<file path="src/rtl/counter_pkg.sv">
// counter_pkg: shared types and helpers for the counter library
package counter_pkg;
    typedef enum logic {CNT_DOWN = 1'b0, CNT_UP = 1'b1} cnt_dir_e;
    function automatic int unsigned clamp_mod(input int unsigned v, input int unsigned m);
        return (v < m) ? v : m - 1;
    endfunction
endpackage

</file>
<file path="src/rtl/t_ff_ar.sv">
// t_ff_ar: toggle flip-flop with asynchronous active-low reset to 0
module t_ff_ar (
    input  logic clk,
    input  logic rst,
    input  logic t,
    output logic q
);
    always_ff @(posedge clk or negedge rst)
        if (!rst) q <= 1'b0;
        else      q <= q ^ t;
endmodule

</file>
<file path="src/rtl/sync_updown_counter.sv">
// sync_updown_counter: synchronous modulo-MOD up/down counter with load, enable and registered tc
module sync_updown_counter
    import counter_pkg::*;
#(
    parameter int WIDTH = 3,
    parameter int MOD   = 8
) (
    input  logic             clk,
    input  logic             rst,
    input  logic             en,
    input  logic             up_dn,
    input  logic             load,
    input  logic [WIDTH-1:0] load_val,
    output logic [WIDTH-1:0] out,
    output logic             tc,
    output logic             zero
);
    localparam logic [WIDTH:0] MAX = (WIDTH+1)'(MOD - 1);
    cnt_dir_e         dir;
    logic [WIDTH:0]   ext;
    logic [WIDTH-1:0] nxt;
    logic [WIDTH-1:0] t;
    logic             wrap;
    assign dir  = cnt_dir_e'(up_dn);
    assign zero = (out == '0);
    always_comb begin
        ext  = {1'b0, out};
        wrap = en && !load && ((dir == CNT_UP) ? (ext == MAX) : (ext == '0));
        nxt  = load ? WIDTH'(clamp_mod(32'(load_val), MOD)) :
               !en  ? out :
               wrap ? ((dir == CNT_UP) ? '0 : WIDTH'(MAX)) :
               (dir == CNT_UP) ? WIDTH'(ext + 1'b1) : WIDTH'(ext - 1'b1);
        t    = nxt ^ out;
    end
    // Each bit toggles exactly when the computed next value differs from it
    for (genvar i = 0; i < WIDTH; i++) begin : g_bit
        t_ff_ar u_tff (.clk(clk), .rst(rst), .t(t[i]), .q(out[i]));
    end
    always_ff @(posedge clk or negedge rst)
        if (!rst) tc <= 1'b0;
        else      tc <= wrap;
    always_ff @(posedge clk)
        if (rst) assert (!$isunknown({en, load, up_dn})) else $error("X on control input");
endmodule

</file>
<file path="config.mk">
export PLATFORM = sky130hd
export DESIGN_NAME = sync_updown_counter
export DESIGN_NICKNAME = d
export VERILOG_FILES = /design/src/rtl/counter_pkg.sv /design/src/rtl/t_ff_ar.sv /design/src/rtl/sync_updown_counter.sv
export SDC_FILE = /design/constraint.sdc
export NUM_CORES = 1
export LEC_CHECK = 0
export CAP_MARGIN = 20
export CORE_AREA = 2 2 39 41
export CTS_BUF_LIST = sky130_fd_sc_hd__clkbuf_16
export DETAILED_ROUTE_END_ITERATION = 7
export DIE_AREA = 0 0 41 43
export SLEW_MARGIN = 20
export SYNTH_ARGS = -nofsm -noshare
export SYNTH_HDL_FRONTEND = slang
export SYNTH_HIERARCHICAL = 1
export SYNTH_SLANG_ARGS = --single-unit
</file>
<file path="constraint.sdc">
create_clock -name clk -period 1.6 [get_ports clk]
set_input_delay 0.32 -clock clk [delete_from_list [all_inputs] [get_ports clk]]
set_output_delay 0.32 -clock clk [all_outputs]
set_load 0.01 [all_outputs]
</file>
==> metrics.txt <==
# TYPE chip_impl_metric gauge
chip_impl_metric{name="powerDensity",unit="mW/mm2"} 1940
chip_impl_metric{name="routabilityCongestion",unit=""} 0.732
chip_impl_metric{name="design.die.area",unit="mm2"} 0.00176
chip_impl_info{name="run_status",value="finished, violations left"} 1
chip_impl_metric{name="route.detailed.drc",unit=""} 0
chip_impl_metric{name="num_antenna_cells",unit=""} 0
chip_impl_info{name="synth_commonest_cells",value="sky130_fd_sc_hd__xor2_1 (5), sky130_fd_sc_hd__dfrtp_1 (4)"} 1
chip_impl_metric{name="postPlaceCellArea",unit="um2"} 493
chip_impl_metric{name="htree_num_levels",unit=""} 1
chip_impl_metric{name="path_max_fanout",unit=""} 7
chip_impl_metric{name="share_of_the_core_filled_with_cells",unit="%"} 42.0
chip_impl_metric{name="max_cap_violations",unit=""} 0
chip_impl_metric{name="areaGrowthSynthToFinish",unit="%"} 100
chip_impl_info{name="ys_dominant_reg_cell",value="sky130_fd_sc_hd__dfrtp_1"} 1
chip_impl_metric{name="timing.final.setup_violations",unit=""} 1
chip_impl_metric{name="finalWirelength",unit="um"} 775
chip_impl_metric{name="grt_antenna_before_repair",unit=""} 0
chip_impl_metric{name="detailedPlace.worstSlack",unit="ns"} -0.516
chip_impl_metric{name="numClockSinks",unit=""} 4
chip_impl_metric{name="synth_warnings",unit=""} 6
chip_impl_metric{name="synth_area",unit="um2"} 290
chip_impl_metric{name="whs",unit="ns"} 0.304
chip_impl_metric{name="max-clock-path-buffers",unit=""} 2
chip_impl_info{name="cp-start-kind",value="flop"} 1
chip_impl_info{name="failed_checks",value="negative setup slack"} 1
chip_impl_metric{name="upper_clock_frequency_limit",unit="MHz"} 611
chip_impl_metric{name="critical_path_required",unit="ns"} 1.75
chip_impl_metric{name="grt_remaining_overflow",unit=""} 0
chip_impl_metric{name="finish.instance_area",unit="um2"} 581
chip_impl_metric{name="post-route-worst-setup-slack",unit="ns"} -0.0370
chip_impl_metric{name="place.port_buffers",unit=""} 12
chip_impl_metric{name="cts.clk_slew.worst_paths",unit="ns"} 0.03
chip_impl_metric{name="finalNetCount",unit=""} 63
chip_impl_info{name="endpoint_kind",value="flop"} 1
chip_impl_metric{name="synth-edff-count",unit=""} 0
chip_impl_metric{name="synthesis.instances",unit=""} 29
chip_impl_metric{name="floorplan.rows",unit=""} 14
chip_impl_info{name="critical-path-top-delay-family",value="simple AND/OR/NAND/NOR gates"} 1
chip_impl_metric{name="p_total",unit="mW"} 1.13
chip_impl_metric{name="hold_fails_final_rpt",unit=""} 0
chip_impl_metric{name="yosys.area.top_type_share",unit="%"} 34.5
chip_impl_metric{name="report.final.slew_viol_count",unit=""} 0
chip_impl_metric{name="drt-wirelength-per-cell",unit="um"} 11.2
chip_impl_metric{name="largest_net_degree_at_the_start_of_global_routing",unit=""} 8
chip_impl_metric{name="drtIter0Drc",unit=""} 1
chip_impl_info{name="synth_most_common_cell",value="sky130_fd_sc_hd__xor2_1"} 1
chip_impl_metric{name="netlist-cell-type-count",unit=""} 18
chip_impl_metric{name="cts-buffers-inserted",unit=""} 3
chip_impl_metric{name="critical_path.n_buffers_inverters",unit=""} 1
chip_impl_metric{name="layout_min_cycle_time",unit="ns"} 1.64
chip_impl_metric{name="vias_in_the_first_global_route",unit=""} 325
chip_impl_info{name="hold_path_class",value="in2async"} 1
chip_impl_metric{name="clk_latency",unit="ns"} 0.23
chip_impl_metric{name="critical_path_arrival",unit="ns"} 1.78
chip_impl_metric{name="synth.net_count",unit=""} 38
chip_impl_info{name="worst_path_max_delay_cell",value="sky130_fd_sc_hd__or4_4"} 1
chip_impl_info{name="yosys-top-cells-area",value="sky130_fd_sc_hd__dfrtp_1 (34%), sky130_fd_sc_hd__xor2_1 (15%), sky130_fd_sc_hd__fa_1 (6.9%), sky130_fd_sc_hd__a2bb2oi_2 (5.2%), sky130_fd_sc_hd__nor3b_1 (5.2%)"} 1
chip_impl_metric{name="synth_sequential_area_ratio",unit="%"} 34.5
chip_impl_metric{name="grt_first_pass_wirelength",unit="um"} 1200
chip_impl_metric{name="numPlacedInstances",unit=""} 65
chip_impl_metric{name="power.leakage",unit="nW"} 0.269
chip_impl_metric{name="num_vias",unit=""} 306
chip_impl_metric{name="finish.cell_count_without_fillers",unit=""} 69
chip_impl_metric{name="share_of_final_layout_standard_cells_stronger_than_drive_strength_1",unit="%"} 39.6
chip_impl_metric{name="initial_core_util",unit="%"} 21.0
chip_impl_metric{name="worst_r2r_path_depth",unit=""} 5
chip_impl_info{name="synthDominantAreaCellType",value="sky130_fd_sc_hd__dfrtp_1"} 1
chip_impl_info{name="root_buffer",value="sky130_fd_sc_hd__clkbuf_16"} 1
chip_impl_metric{name="pin_count",unit=""} 13
chip_impl_info{name="worstPathCellList",value="buf_4 > or4_4 > a21o_1 > a2bb2oi_2 > xor2_1"} 1
chip_impl_metric{name="reg2reg_setup_slack",unit="ns"} -0.04
chip_impl_metric{name="clock_skew",unit="ns"} 0.00322
chip_impl_metric{name="core",unit="mm2"} 0.00138
chip_impl_metric{name="final.period_utilization",unit="%"} 102
chip_impl_metric{name="worst_pin_slew",unit="ns"} 0.255
chip_impl_metric{name="cts.repair_timing.setup_buffer_count",unit=""} 0
chip_impl_metric{name="grtUsageTotal",unit="%"} 10.6
chip_impl_info{name="crit-reg2reg-launch",value="g_bit[0].u_tff/q"} 1
chip_impl_metric{name="fillCellCount",unit=""} 142
chip_impl_info{name="critical_path.reg2reg.endpoint",value="g_bit[1].u_tff/q"} 1
chip_impl_metric{name="cts_hold_buf",unit=""} 0
chip_impl_metric{name="timing.slew.headroom",unit="%"} 83.0
chip_impl_metric{name="critPathMaxStageDelay",unit="ns"} 0.52
chip_impl_metric{name="synthesis.area_per_instance",unit="um2"} 10.0
chip_impl_metric{name="detailed_route_vias_per_instance",unit=""} 4.43
chip_impl_info{name="grt_setup_unrepaired",value="yes"} 1
chip_impl_metric{name="first_pass_iters",unit=""} 2
chip_impl_metric{name="totalNegativeSetupSlack",unit="ns"} -0.0370
chip_impl_metric{name="die_height",unit="um"} 43
chip_impl_metric{name="die_width",unit="um"} 41
chip_impl_metric{name="ys_ff_latch",unit=""} 4
chip_impl_metric{name="vdd_drop_max",unit="mV"} 0.556
chip_impl_info{name="clock_tree_from_tritoncts",value="done"} 1
chip_impl_metric{name="detailed_place_hpwl",unit="um"} 581
chip_impl_metric{name="ant_nets",unit=""} 0
chip_impl_info{name="timing_worst_setup_path_type",value="reg2reg"} 1
chip_impl_metric{name="async_reset_ff_share",unit="%"} 100
-- report_power, final --
part           switching [mW]  internal, mW  total [mW]
clock                  0.0716         0.323       0.394
combinational           0.256         0.291       0.547
sequential             0.0320         0.152       0.184
-- worst reg2reg max path, cell delays in order, from the launching register on --
cell                        delay (ns)
sky130_fd_sc_hd__dfrtp_2          0.40
sky130_fd_sc_hd__buf_4            0.16
sky130_fd_sc_hd__or4_4            0.52
sky130_fd_sc_hd__a21o_1           0.20
sky130_fd_sc_hd__a2bb2oi_2        0.14
sky130_fd_sc_hd__xor2_1           0.14
-- flip-flops by register name, summed over array words and instances (netlist names) --
name / flops
tc: 1
g_bit.u_tff/q: 3
-- what timing repair did --
item / CTS / global route
resized for setup: 5 / 5
endpoints found under the setup margin: 5 / 4
pin swaps: 2 / 1
-- layer usage --
metal	global-route usage, %	vias to the layer above	wire, um
li1	-	151	-
met1	10.7	149	313
met2	15.9	6	433
met3	1.57	0	28
met4	12.0	0	0
met5	0	-	0
-- cell families after synthesis --
kind of cell / synth area share [%]
AND/OR/NAND/NOR: 20.7
adder cells (fa/ha/maj): 6.90
buffers and inverters: 2.59
XOR/XNOR: 18.1
flip-flops: 34.5
AO/OA/AOI/OAI: 17.2
-- worst max path at each step --
stage               depth (start not counted)  slack, ns                to        startpoint
floorplan                                   6      -0.11  g_bit[1].u_tff/q  g_bit[0].u_tff/q
global placement                            6      -0.51  g_bit[1].u_tff/q             up_dn
detailed placement                          6      -0.52  g_bit[1].u_tff/q             up_dn
CTS                                         6       -0.1  g_bit[1].u_tff/q  g_bit[0].u_tff/q
global route                                6      -0.12  g_bit[1].u_tff/q  g_bit[0].u_tff/q
finish                                      5      -0.04  g_bit[1].u_tff/q  g_bit[0].u_tff/q
-- area by class of cell --
cell class / count / area, um2 / area share [%]
Inverter: 2 / 7.51 / 1.29
Tap cell: 16 / 20.0 / 3.45
Timing Repair Buffer: 20 / 174 / 30.0
Clock inverter: 1 / 3.75 / 0.647
Clock buffer: 3 / 75.1 / 12.9
Multi-Input combinational cell: 23 / 198 / 34.1
Sequential cell: 4 / 103 / 17.7
-- cell usage in the layout, fill, tap and decap left out, types with 2 or more instances in the layout --
cell / count
sky130_fd_sc_hd__dfrtp_2: 2
sky130_fd_sc_hd__clkbuf_16: 3
sky130_fd_sc_hd__xor2_1: 5
sky130_fd_sc_hd__clkdlybuf4s50_1: 7
sky130_fd_sc_hd__buf_4: 8
sky130_fd_sc_hd__inv_2: 2
sky130_fd_sc_hd__dfrtp_1: 2
sky130_fd_sc_hd__dlygate4sd2_1: 3
sky130_fd_sc_hd__nand2_1: 2
No activity file was read; power rests on OpenSTA's default activity.
==> patch 1: new RTL, same flow settings <==
Set the parameter `WIDTH` to 5 (it was 3).
--- a/src/rtl/sync_updown_counter.sv
+++ b/src/rtl/sync_updown_counter.sv
@@ -3,5 +3,5 @@
     import counter_pkg::*;
 #(
-    parameter int WIDTH = 3,
+    parameter int WIDTH = 5,
     parameter int MOD   = 8
 ) (
Interface: changed (resized load_val and out); port bits go from 13 to 17. The function was not compared with the original's and may differ.
==> patch 1 against the original RTL <==
- the run still ends with setup timing left
- sequential share of layout area is 2.4 points lower
- power is 83% higher
- hold slack better by 0.029 ns
- combinational power is 140% higher
- first-iteration DRC count grew to 17 times the old value
- wire length is 88% higher
- sequential cell count is 2 higher
- synthesized area is 75% higher
- worst setup slack worse by 0.11 ns
- via count is 88% higher
- design area is 74% higher
- critical path type unchanged
- core utilization is 31 points higher
- non-clock buffer count is 16 higher
- fmax is 6.6% lower
==> patch 1: results (changes against the original RTL) <==
.. list-table::
   :header-rows: 1

   * - Metric
     - Value
   * - Status
     - finished, violations left
   * - Violated checks
     - setup timing
   * - Number of global-route vias before repair
     - 593 (+82%)
   * - Worst Tran Pin Value
     - 0.278 ns (+0.0230 ns)
   * - Initial drt markers
     - 17 (+16)
   * - Number of distinct library cells after synthesis
     - 26 (+8)
   * - Worst clock skew
     - 0.00298 ns (-0.000238 ns)
   * - Post-DP HPWL
     - 1040 µm (+80%)
   * - Total GRT Usage
     - 22.1% (+12 points)
   * - First-pass GRT wire length
     - 2550 µm (+110%)
   * - Total Wirelength
     - 1460 µm (+88%)
   * - Total number of vias
     - 574 (+88%)
   * - Cells after synthesis
     - 55 (+90%)
   * - Count of nets after finishing
     - 110 (+75%)
   * - Sequential element share of the synthesized area
     - 29.6% (-4.9 points)
   * - Final critical-path setup slack
     - -0.152 ns (-0.115 ns)
   * - Count of final setup violators
     - 3 (+2)
   * - Highest net fanout along the worst path
     - 4 (-3)
   * - DR WL/cell
     - 13.1 µm (+17%)
   * - Leading cell types by count after synthesis
     - dfrtp_1, nand2_1, xor2_1
   * - Total leakage power
     - 0.434 nW (+61%)
   * - Setup WS pre-CTS
     - -0.777 ns (-0.261 ns)
   * - Critical Path AT
     - 1.87 ns (+0.09 ns)
   * - Quantity of I/O buffers inserted on ports
     - 16 (+4)
   * - DP Cell Count
     - 100 (+54%)
   * - First-pass detailed-route iteration total
     - 4 (+2)
   * - Maximum vdd drop
     - 874 µV (+57%)
   * - GPL Wtd Cong
     - 0.809 (+10%)
   * - Syn nets
     - 69 (+82%)
==> patch 1: cell types whose count changed in the layout (fill, tap and decap cells not counted), sizes merged, moves of 3 or more <==
cell           before  now
xnor2               1    4
buf                 8   22
clkdlybuf4s50       7   10
nand2               2    6
o211ai              0    3
ha                  0    3
==> patch 1: power by group <==
group	total [mW]	switching [mW]	internal [mW]
Sequential	0.324	0.0906	0.233
Clock	0.416	0.0916	0.325
Combinational	1.32	0.556	0.763
Total	2.06	0.738	1.32
==> patch 1: stage by stage <==
stage | instance area (µm²) | power [mW] | setup TNS (ns) | hold WS, ns
final | 1010 | 2.06 | -0.424 | 0.333
after global placement | 815 | 1.38 | -3.05 | 0.532
after floorplan | 537 | 0.897 | -0.344 | 0.0244
after CTS | 956 | 1.92 | -0.337 | 0.336
after global routing | 1010 | 2.24 | -0.806 | 0.353
after detailed placement | 815 | 1.40 | -3.13 | 0.548
==> patch 1: layout make-up <==
class / instances / area (µm²)
timing repair buffer: 36 / 310
inverter: 1 / 7.51
sequential: 6 / 154
clock buffer: 3 / 75.1
fill: 100 / 374
tap: 16 / 20.0
multi-input combinational: 48 / 439
clock inverter: 1 / 3.75
==> patch 1: what timing repair did <==
item / CTS / global route
setup buffers: 5 / 2
gates resized for setup: 18 / 9
pin swaps: 6 / 6
endpoints found under the setup margin: 9 / 5
==> patch 1: worst max-delay path: stages (launching register included) <==
cell	delay (ns)
dfrtp_2	0.43
buf_4	0.16
or4_4	0.44
a21o_1	0.21
a32o_2	0.27
xor2_1	0.14
==> patch 1: layer usage <==
layer	up-vias	wire (µm)	GRT usage, %
li1	284	-	-
met1	271	668	28.8
met2	15	693	31.6
met3	4	49	3.14
met4	0	46	16.0
met5	-	0	0
==> patch 1: cell families after synthesis <==
family	Yosys count	share of synthesized area (%)
flops	6	29.6
simple gates	22	23.2
buf+inv	1	0.740
xor+xnor	10	17.3
compound gates	12	17.8
fa+ha+maj	4	11.4
==> patch 1: worst paths after layout <==
path                             startpoint  cells past startpoint          endpoint  slack (ns)
max reg2reg                g_bit[2].u_tff/q                      5  g_bit[4].u_tff/q       -0.15
min reg2reg                g_bit[4].u_tff/q                      2  g_bit[4].u_tff/q        0.55
min                                     rst                      1  g_bit[4].u_tff/q        0.33
max                        g_bit[2].u_tff/q                      5  g_bit[4].u_tff/q       -0.15
min in group clk           g_bit[4].u_tff/q                      2  g_bit[4].u_tff/q        0.55
max in group asynchronous               rst                      1  g_bit[2].u_tff/q        1.03
==> patch 2: new RTL, same settings <==
Made on the original files. Put a register stage on the output `out`. The value now appears one clock later. The other outputs are not delayed to match.
--- a/src/rtl/sync_updown_counter.sv
+++ b/src/rtl/sync_updown_counter.sv
@@ -17,4 +17,6 @@
 );
     localparam logic [WIDTH:0] MAX = (WIDTH+1)'(MOD - 1);
+
+    logic [WIDTH-1:0] out_d;
     cnt_dir_e         dir;
     logic [WIDTH:0]   ext;
@@ -23,17 +25,17 @@
     logic             wrap;
     assign dir  = cnt_dir_e'(up_dn);
-    assign zero = (out == '0);
+    assign zero = (out_d == '0);
     always_comb begin
-        ext  = {1'b0, out};
+        ext  = {1'b0, out_d};
         wrap = en && !load && ((dir == CNT_UP) ? (ext == MAX) : (ext == '0));
         nxt  = load ? WIDTH'(clamp_mod(32'(load_val), MOD)) :
-               !en  ? out :
+               !en  ? out_d :
                wrap ? ((dir == CNT_UP) ? '0 : WIDTH'(MAX)) :
                (dir == CNT_UP) ? WIDTH'(ext + 1'b1) : WIDTH'(ext - 1'b1);
-        t    = nxt ^ out;
+        t    = nxt ^ out_d;
     end
     // Each bit toggles exactly when the computed next value differs from it
     for (genvar i = 0; i < WIDTH; i++) begin : g_bit
-        t_ff_ar u_tff (.clk(clk), .rst(rst), .t(t[i]), .q(out[i]));
+        t_ff_ar u_tff (.clk(clk), .rst(rst), .t(t[i]), .q(out_d[i]));
     end
     always_ff @(posedge clk or negedge rst)
@@ -42,4 +44,8 @@
     always_ff @(posedge clk)
         if (rst) assert (!$isunknown({en, load, up_dn})) else $error("X on control input");
+    always_ff @(posedge clk) begin
+        out <= out_d;
+    end
+
 endmodule
 
Check against the original RTL: not equivalent (Yosys sat finds a counterexample within 4 cycles, from zero or initial values and one cycle with rst low).
==> patch 2 against the original RTL <==
- the flow still finishes with violations (setup timing)
- critical path type unchanged
- power up 16%
- synthesized area up 21%
- wire length down 5.9%
- sequential cell count up 3
- design area up 15%
- worst setup slack worse by 0.019 ns
- critical path depth up 1
- core utilization up 6.3 points
- synthesized cell count up 10%
- die area unchanged
- clock skew down 0.0029 ns
- via count up 6.9%
==> patch 2: results (changes against the original RTL) <==
.. list-table::
   :header-rows: 1

   * - Metric
     - Value
   * - Status
     - finished, violations left
   * - Violated checks
     - setup timing
   * - # H-tree levels
     - 1 (unchanged)
   * - Yosys warning total
     - 6 (unchanged)
   * - Dominant cells by area after synthesis
     - dfrtp_1, dfxtp_1, xor2_1
   * - Final Core Density
     - 48.3% (+6.3 points)
   * - Total leakage power
     - 0.294 nW (+9.2%)
   * - Maximum vdd drop
     - 533 µV (-4.1%)
   * - Sequential element share of the synthesized area
     - 45.7% (+11 points)
   * - Critical Path Slowest Stage Cell
     - fa_2
   * - Critical Path AT
     - 1.81 ns (+0.03 ns)
   * - Antenna cell count
     - 0 (unchanged)
   * - Number of global-route vias before repair
     - 335 (+3.1%)
   * - Clk buf depth
     - 2 (unchanged)
   * - Clock latency on the worst-skew pair
     - 0.23 ns (about the same)
   * - Class of the worst hold path
     - primary input to async pin
   * - Number of filler instances in the final layout
     - 137 (-3.5%)
   * - Post-synth top flop
     - dfrtp_1
   * - Count of final setup violators
     - 1 (unchanged)
   * - Total number of vias
     - 327 (+6.9%)
   * - First-pass GRT wire length
     - 1310 µm (+9.3%)
   * - First-pass detailed-route iteration total
     - 4 (+2)
   * - Share of synthesized flip-flops with an asynchronous set or reset
     - 57.1% (-43 points)
   * - GPL Wtd Cong
     - 0.835 (+14%)
   * - Initial antenna violation count
     - 0 (unchanged)
   * - Maximum number of pins on one net before global-route repair
     - 8 (unchanged)
   * - Clock slew at reported path FFs
     - 0.03 ns (about the same)
   * - Final critical-path setup slack
     - -0.0558 ns (-0.0188 ns)
   * - Syn nets
     - 41 (+7.9%)
   * - Highest net fanout along the worst path
     - 3 (-4)
   * - Share of cells above drive strength 1
     - 36.8% (-2.8 points)
   * - Largest registers
     - g_bit.u_tff/q x3, out x3, tc x1
   * - Worst Tran Pin Value
     - 0.253 ns (-0.00159 ns)
   * - Number of distinct library cells after synthesis
     - 19 (+1)
   * - Total GRT Usage
     - 11.5% (+0.94 points)
   * - Longest individual stage delay on the worst path
     - 0.55 ns (+0.03 ns)
   * - Number of clock buffers inserted by TritonCTS
     - 3 (unchanged)
   * - Leading cell types by count after synthesis
     - xor2_1, dfrtp_1, dfxtp_1
   * - Master cell of the clock root buffer
     - clkbuf_16
   * - Total Wirelength
     - 729 µm (-5.9%)
   * - Count of nets after finishing
     - 67 (+6.3%)
   * - Worst clock skew
     - 0.000364 ns (-0.00285 ns)
   * - Quantity of I/O buffers inserted on ports
     - 12 (unchanged)
   * - Initial drt markers
     - 2 (+1)
-- patch 2: cell count changes after synthesis --
cell     unedited run  this run
dfxtp_1             0         3
-- patch 2: cell type report --
type,instances,area [µm²],area share [%]
multi-input cells,23,208,31.1
repair buffers,21,193,28.8
flip-flops and latches,7,161,24.2
clock buffers,3,75.1,11.2
well taps,16,20.0,3.00
inverters,2,7.51,1.12
clock inverters,1,3.75,0.562
-- patch 2: final timing paths --
| check | slack [ns] | cells past startpoint | from | end |
|---|---|---|---|---|
| setup / recovery | -0.06 | 6 | g_bit[0].u_tff/q | g_bit[1].u_tff/q |
| hold / removal | 0.30 | 1 | rst | g_bit[2].u_tff/q |
| min in group clk | 0.53 | 1 | g_bit[1].u_tff/q | out[1] |
| setup reg to reg | -0.06 | 6 | g_bit[0].u_tff/q | g_bit[1].u_tff/q |
| hold reg to reg | 0.53 | 1 | g_bit[1].u_tff/q | out[1] |
| max in group asynchronous | 1.12 | 1 | rst | g_bit[0].u_tff/q |
-- patch 2: what timing repair did --
action	in CTS	in global routing
pin swaps	1	4
hold endpoints to repair	0	0
gates cloned	0	0
gates resized for setup	6	4
setup buffers	0	1
endpoints found under the setup margin	3	2
-- patch 2: routing by layer --
metal  track usage [%]  routed length (µm)
met1              14.1                 323
met2              15.6                 332
met3              1.57                  40
met4              12.0                  32
met5                 0                   0
-- patch 2: power by group --
group,switching [mW],total [mW],internal (mW)
Combinational,0.252,0.585,0.333
Sequential,0.0458,0.312,0.266
Clock,0.0905,0.415,0.324
Total,0.388,1.31,0.923
-- patch 2: per-stage QoR --
| step | cell area (µm²) | setup TNS (ns) | hold WS [ns] | setup WS [ns] | std cells |
|---|---|---|---|---|---|
| finish | 668 | -0.0558 | 0.296 | -0.0558 | 73 |
| global route | 668 | -0.170 | 0.313 | -0.169 | 73 |
| CTS | 646 | -0.0632 | 0.302 | -0.0632 | 72 |
| detailed placement | 552 | -1.06 | 0.528 | -0.510 | 68 |
| global placement | 552 | -0.994 | 0.528 | -0.471 | 68 |
| floorplan | 352 | -0.0766 | 0.0244 | -0.0766 | 32 |
-- patch 2: cell families (layout without fill, tap and decap cells) --
group                    Yosys count  after routing  share of synthesized area (%)
AND/OR/NAND/NOR                   10             10                           17.1
flip-flops                         7              7                           45.7
AO/OA/AOI/OAI                      6              6                           14.3
XOR/XNOR                           6              6                           15.0
buffers and inverters              2             27                           2.14
adder cells (fa/ha/maj)            1              1                           5.71
-- patch 2: worst max-delay path, delay by kind of cell (launching register included) --
kind	cells	cell delay (ns)
XOR/XNOR	1	0.14
buffers and inverters	1	0.05
adder cells (fa/ha/maj)	1	0.55
AO/OA/AOI/OAI	2	0.42
flip-flops	1	0.38
AND/OR/NAND/NOR	1	0.05
